`src/rtl/fp_to_tc.sv`:
```
// Iterative FP {s,e,f} -> two's-complement decoder: one exponent step per clock,
// valid/ready handshakes on both the FP input and the integer output.
module fp_to_tc #(
    parameter int W_D = 12,
    parameter int W_E = 3,
    parameter int W_F = 4
) (
    input  logic           clk,
    input  logic           rst_n,
    input  logic           s,
    input  logic [W_E-1:0] e,
    input  logic [W_F-1:0] f,
    input  logic           in_valid,
    output logic           in_ready,
    output logic [W_D-1:0] d,
    output logic           out_valid,
    input  logic           out_ready,
    output logic           nonnorm
);

    typedef enum logic [1:0] {
        IDLE,
        SHIFT,
        DONE
    } state_t;

    state_t         r_state;
    logic [W_D-1:0] r_mag;
    logic [W_E-1:0] r_cnt;
    logic           r_sign;
    logic           r_nonnorm_n;
    logic [W_D-1:0] r_d;
    logic           r_out_valid;
    logic           r_nonnorm;
    logic           r_in_ready;

    // in_ready is a register so it stays low throughout reset and rises on the
    // first edge after release, rather than following the IDLE state directly.
    // NOTE: every register here uses <= so all updates see pre-edge values.
    always_ff @(posedge clk or negedge rst_n) begin
        if (!rst_n) begin
            r_state     <= IDLE;
            r_mag       <= '0;
            r_cnt       <= '0;
            r_sign      <= 1'b0;
            r_nonnorm_n <= 1'b0;
            r_d         <= '0;
            r_out_valid <= 1'b0;
            r_nonnorm   <= 1'b0;
            r_in_ready  <= 1'b0;
        end else begin
            case (r_state)
                IDLE: begin
                    r_in_ready <= 1'b1;
                    if (in_valid && r_in_ready) begin
                        r_sign      <= s;
                        r_mag       <= {{(W_D-W_F){1'b0}}, f};
                        r_cnt       <= e;
                        r_nonnorm_n <= (f != '0) && !f[W_F-1];
                        r_in_ready  <= 1'b0;
                        r_state     <= SHIFT;
                    end
                end
                SHIFT: begin
                    if (r_cnt != '0) begin
                        r_mag <= r_mag << 1;
                        r_cnt <= r_cnt - W_E'(1);
                    end else begin
                        r_d         <= r_sign ? (~r_mag + W_D'(1)) : r_mag;
                        r_nonnorm   <= r_nonnorm_n;
                        r_out_valid <= 1'b1;
                        r_state     <= DONE;
                    end
                end
                DONE: begin
                    if (out_ready) begin
                        r_out_valid <= 1'b0;
                        r_in_ready  <= 1'b1;
                        r_state     <= IDLE;
                    end
                end
                default: r_state <= IDLE;
            endcase
        end
    end

    assign in_ready  = r_in_ready;
    assign d         = r_d;
    assign out_valid = r_out_valid;
    assign nonnorm   = r_nonnorm;

endmodule

```
`config.mk`:
```
export PLATFORM = sky130hd
export DESIGN_NAME = fp_to_tc
export DESIGN_NICKNAME = d
export VERILOG_FILES = /design/src/rtl/fp_to_tc.sv
export SDC_FILE = /design/constraint.sdc
export NUM_CORES = 1
export LEC_CHECK = 0
export ABC_AREA = 1
export ABC_CLOCK_PERIOD_IN_PS = 1400
export BUFFER_PORTS_ARGS = -buffer_cell sky130_fd_sc_hd__buf_2
export CAP_MARGIN = 20
export CORE_ASPECT_RATIO = 1.25
export CORE_MARGIN = 2
export CORE_UTILIZATION = 50
export DETAILED_ROUTE_END_ITERATION = 16
export PLACE_DENSITY = 0.8
export RECOVER_POWER = 100
export SETUP_SLACK_MARGIN = 0.15
export SLEW_MARGIN = 10
export SYNTH_ARGS = -nofsm -noshare
export SYNTH_HDL_FRONTEND = slang
export SYNTH_SLANG_ARGS = --single-unit
```
`constraint.sdc`:
```
create_clock -name clk -period 1.4 [get_ports clk]
set_input_delay 0.28 -clock clk [delete_from_list [all_inputs] [get_ports clk]]
set_output_delay 0.28 -clock clk [all_outputs]
set_load 0.005 [all_outputs]
```
==> results of run 1 <==
-- routing by layer --
layer,vias to the layer above,wire length (um)
met5,-,0
li1,782,-
met4,0,170
met3,24,238
met1,742,1679
met2,59,2427
-- power breakdown --
group / internal [uW] / switching [uW]
clock network: 342 / 309
registers: 1380 / 315
logic: 1760 / 2020
-- state kept, by name, indices dropped and copies added (netlist names) --
name	cells
in_ready	1
r_nonnorm_n	1
r_mag	12
r_cnt	3
r_sign	1
r_state	2
nonnorm	1
d	12
out_valid	1
-- worst max path at each step --
stage               start  endpoint  slack (ns)  cells past startpoint
6_report       r_state[1]      d[1]        0.03                      7
5_1_grt        r_state[0]      d[1]       -0.04                      8
4_1_cts        r_state[0]      d[1]        0.14                      7
3_5_place_dp     r_cnt[0]  r_mag[1]        0.06                      8
3_3_place_gp     r_cnt[0]  r_cnt[1]        0.12                      8
2_1_floorplan    r_cnt[0]  r_cnt[1]        0.17                      8
-- placed cells by master, fill, tap and decap left out, types with 6 or more instances in the layout --
master   Yosys  final
nor2_1      11      6
nand2_2      1      6
o21ai_1      1     17
buf_4        1     15
inv_1       18     14
dfrtp_1     34     31
nand2_1     55     47
nand3_1     27     21
buf_2        2     23
-- per-stage QoR --
| stage | instance area [um^2] | setup TNS, ns | std cells |
|---|---|---|---|
| 2_1_floorplan | 1729 | 0 | 204 |
| 3_3_place_gp | 1908 | 0 | 267 |
| 3_5_place_dp | 1908 | 0 | 267 |
| 4_1_cts | 2148 | 0 | 281 |
| 5_1_grt | 2375 | -0.04390 | 295 |
| 6_report | 2375 | 0 | 295 |
-- logic make-up (layout without fill, tap and decap cells) --
group           count (synthesis)  in the layout  share of synthesized area, %
fa+ha+maj                       3              3                         2.171
compound gates                 35             35                         12.01
simple gates                  100            100                         26.56
xor+xnor                        3              3                         1.520
flops                          34             34                         49.20
buf+inv                        29             83                         8.538
-- worst max-delay path, delay by kind of cell (launching register included) --
family          cells  cell delay, ns
flops               1            0.45
buf+inv             3            0.35
simple gates        3            0.34
compound gates      1            0.14
-- cell type report --
cell class | instances | area, um^2 | share of cell area, %
Inverter | 22 | 95.09 | 4.004
Sequential cell | 34 | 854.6 | 35.99
Clock buffer | 7 | 76.32 | 3.214
Tap cell | 37 | 46.29 | 1.949
Timing Repair Buffer | 52 | 414.1 | 17.44
Timing Repair inverter | 2 | 15.01 | 0.6322
Multi-Input combinational cell | 141 | 873.3 | 36.78
-- repair_timing --
action	CTS	global route
endpoints found under the setup margin	29	29
gates resized for setup	25	54
hold buffers	0	0
buffers inserted	5	11
pin swaps	4	15
cloned	2	3
==> impl_metrics.tcl, run 1 <==
set metrics [dict create \
    fmax_mhz 731.1 \
    die_y_um 69.75 \
    drive_above_1_share_pct 38.76 \
    grt_pass1_vias 1522 \
    leakagePower_uw 0.001135 \
    root_buffer "clkbuf_8" \
    skew_ns 0.003914 \
    crit_chain "nor2_8, inv_4, nor2_4, buf_12, buf_8, nor2_2, a31oi_1" \
    vdd_drop_max_uv 1730 \
    synth.most_common_cell "nand2_1" \
    cp-end-kind "flop" \
    clock_tree.htree_level_count 2 \
    r2r_slack_ns 0.03 \
    synth_top_area_share_pct 49.20 \
    ys_warn_count 0 \
    setup_slack_ns 0.03227 \
    hold_viol_final 0 \
    r2r-end "d[1]" \
    worstPathMaxFanout 6 \
    fillers 239 \
    status "complete, no violations" \
    whs_ns 0.1629 \
    die_w_um 56.60 \
    met1_usage_pct 24.88 \
    numCtsBuffers 5 \
    drt_pre_antenna_iters 6 \
    synthesis.nets 219 \
    core_area_um2 3252 \
    cap_violations 0 \
    ys_top_cells_by_count "nand2_1, dfrtp_1, nand3_1" \
    synth_edf_count 0 \
    synth-main-ff-cell "dfrtp_1" \
    clock_sinks 34 \
    r2r-start "r_state[1]" \
    cp_slowest_cell "dfrtp_2" \
    hp-class "in -> async" \
    numPortBuffers 26 \
    timing.final.crit_share_pct 97.70 \
    preCtsSetupSlack_ns 0.05720 \
    worstPathRequired_ns 1.60 \
    cts_tree "done" \
    avgSynthCellArea_um2 8.476 \
    wl_um 4516 \
    viasPerCell 5.447 \
    grt_pass1_wl_um 6679 \
    tightest_slew_ns 0.8131 \
    yosys.area.top_type "dfrtp_1" \
    ios 27 \
    slew_viol_final 0 \
    finalWeightedCongestion 0.8204 \
    grt_overflow 0 \
    rsz0062_at_grt "true" \
    grt_max_degree 35 \
    ys_top_cells_by_area "dfrtp_1, nand2_1, nand3_1" \
    drc 0 \
    initial_core_util_pct 53.17 \
    max_slew_margin_pct 45.79 \
    p_per_area_nw_per_um2 2580 \
    startpoint_type "flop" \
    antenna_found_initial 0 \
    dieArea_um2 3948 \
    syn2layout_area_growth_pct 37.34 \
    async_flop_share_pct 100.0 \
    setup_viol 0 \
    r2r_cells 7 \
    grtUsageTotal_pct 21.58 \
    diodes 0 \
    rows 23 \
    netlist_instances 204 \
    clk_latency_ns 0.28 \
    crit_type "reg -> reg" \
    max_stage_delay_ns 0.45 \
    cts.clk_slew.worst_paths_ns 0.06 \
    ys_seq_area_share_pct 49.20 \
    syn_area_um2 1729 \
    fin_util_pct 73.03 \
    final.min_clock_period_ns 1.368 \
    dp_hpwl_um 2449 \
    ys_ff_latch 34 \
    grt_use_met3_pct 4.851 \
    busiest_layer "met2" \
    cp.arrival_ns 1.56 \
    wl_per_cell_um 15.31 \
    clockBufferDepth 2 \
    use_met2_pct 38.24 \
    via_count 1607 \
    drt.antenna.violating_nets 0 \
    drtIter0Drc 69 \
    nNetsFinal 273 \
    yosys.cell_types.count 28 \
    p_total_uw 6127 \
]
(Power assumes the default switching activity.)
==> run 2: changes to the inputs <==
--- a/config.mk
+++ b/config.mk
@@ -12,6 +12,7 @@
 export CORE_ASPECT_RATIO = 1.25
 export CORE_MARGIN = 2
 export CORE_UTILIZATION = 50
+export CTS_BUF_LIST = sky130_fd_sc_hd__clkbuf_8 sky130_fd_sc_hd__clkbuf_16
 export DETAILED_ROUTE_END_ITERATION = 16
 export PLACE_DENSITY = 0.8
 export RECOVER_POWER = 100
==> impl_metrics.tcl, run 2 (synthesis results as in run 1) <==
set metrics [dict create \
    status "complete, no violations" \
    dieArea_um2 3948 \
    r2r-start "r_state[1]" \
    p_per_area_nw_per_um2 2575 \
    timing.final.crit_share_pct 97.36 \
    clock_tree.htree_level_count 2 \
    startpoint_type "flop" \
    vdd_drop_max_uv 1731 \
    worstPathRequired_ns 1.59 \
    layout_commonest_cell "nand2_1" \
    busiest_layer "met2" \
    numPlacedInstances 267 \
    final.min_clock_period_ns 1.363 \
    leakagePower_uw 0.001143 \
    grt_overflow 0 \
    drt.antenna.violating_nets 0 \
    syn2layout_area_growth_pct 37.34 \
    clock_sinks 34 \
    viasPerCell 5.447 \
    r2r-end "d[1]" \
    drive_above_1_share_pct 38.76 \
    hp-class "in -> async" \
    finalWeightedCongestion 0.8204 \
    via_count 1607 \
    grt_pass1_vias 1522 \
    grtUsageTotal_pct 21.58 \
    root_buffer "clkbuf_8" \
    ctsHoldBuffers 0 \
    die_y_um 69.75 \
    die_w_um 56.60 \
    slew_viol_final 0 \
    rows 23 \
    core_area_um2 3252 \
    crit_type "reg -> reg" \
    numCtsBuffers 5 \
    drtIter0Drc 69 \
    worstPathMaxFanout 6 \
    grt_max_degree 35 \
    nNetsFinal 273 \
    wl_um 4537 \
    instances_no_fill 295 \
    cp.arrival_ns 1.56 \
    max_slew_margin_pct 45.75 \
    r2r_cells 7 \
    setup_viol 0 \
    r2r_slack_ns 0.04 \
    ios 27 \
    dp_hpwl_um 2449 \
    cts.clk_slew.worst_paths_ns 0.06 \
    grt_pass1_wl_um 6679 \
    drt_pre_antenna_iters 7 \
    cp-end-kind "flop" \
    p_total_uw 6114 \
    wl_per_cell_um 15.38 \
    tightest_slew_ns 0.8137 \
    final_cell_mix "nand2_1, dfrtp_1, buf_2" \
    cts_tree "done" \
    clk_latency_ns 0.28 \
    fmax_mhz 733.6 \
    use_met2_pct 38.24 \
    initial_core_util_pct 53.17 \
    clockBufferDepth 2 \
    tns_ns 0 \
    diodes 0 \
    cap_violations 0 \
    grt_use_met3_pct 4.851 \
    drc 0 \
    met1_usage_pct 24.88 \
    numPortBuffers 26 \
    rsz0062_at_grt "true" \
    antenna_found_initial 0 \
    skew_ns 0.004345 \
    hold_viol_final 0 \
]
[run 2: cell count changes in the layout (fill, tap and decap cells not counted), sizes merged]
cell    previous run  this run
clkbuf            11         9
inv               24        26
[run 2: final cells by class]
class                   count  area [um^2]
well taps                  37        46.29
fillers                   239        877.1
flip-flops and latches     34        854.6
inverters                  22        95.09
repair inverters            2        15.01
clock inverters             2        7.507
clock buffers               5        68.82
multi-input cells         141        873.3
repair buffers             52        414.1
[run 2: worst max path at each step]
stage                    start       end  slack (ns)  cells after the start
floorplan             r_cnt[0]  r_cnt[1]        0.17                      8
global placement      r_cnt[0]  r_cnt[1]        0.12                      8
detailed placement    r_cnt[0]  r_mag[1]        0.06                      8
CTS                 r_state[0]      d[1]        0.14                      7
global route        r_state[0]      d[1]       -0.04                      8
finish              r_state[1]      d[1]        0.04                      7
[run 2: layer usage]
layer | routed length (um) | vias to the layer above
li1 | - | 779
met1 | 1684 | 743
met2 | 2460 | 67
met3 | 255 | 18
met4 | 136 | 0
met5 | 0 | -
[run 2: what timing repair did]
action | in CTS | in global routing
setup buffers | 5 | 11
pin swaps | 4 | 15
cloned | 2 | 3
endpoints found under the setup margin | 29 | 29
resized for setup | 25 | 54
[run 2: stage by stage]
| step | hold WS (ns) | area (um^2) | util (%) | worst slack, ns |
|---|---|---|---|---|
| 6_report | 0.1650 | 2375 | 73.03 | 0.03690 |
| 3_3_place_gp | 0.3253 | 1908 | 58.68 | 0.1175 |
| 5_1_grt | 0.1903 | 2375 | 73.03 | -0.04377 |
| 4_1_cts | 0.02880 | 2148 | 66.06 | 0.1430 |
| 2_1_floorplan | -0.01559 | 1729 | - | 0.1672 |
| 3_5_place_dp | 0.3282 | 1908 | 58.68 | 0.05720 |
[run 2: power breakdown]
part	total, uW	switching [uW]	internal [uW]
clock	634	307	327
combinational	3790	2020	1760
sequential	1690	317	1380
[run 2: worst max-delay path, cell delays in order, from the launching register on]
cell and delay, ns:
dfrtp_2 0.45, nor2_8 0.17, inv_4 0.06, nor2_4 0.14
buf_12 0.16, buf_8 0.13, nor2_2 0.03, a31oi_1 0.14
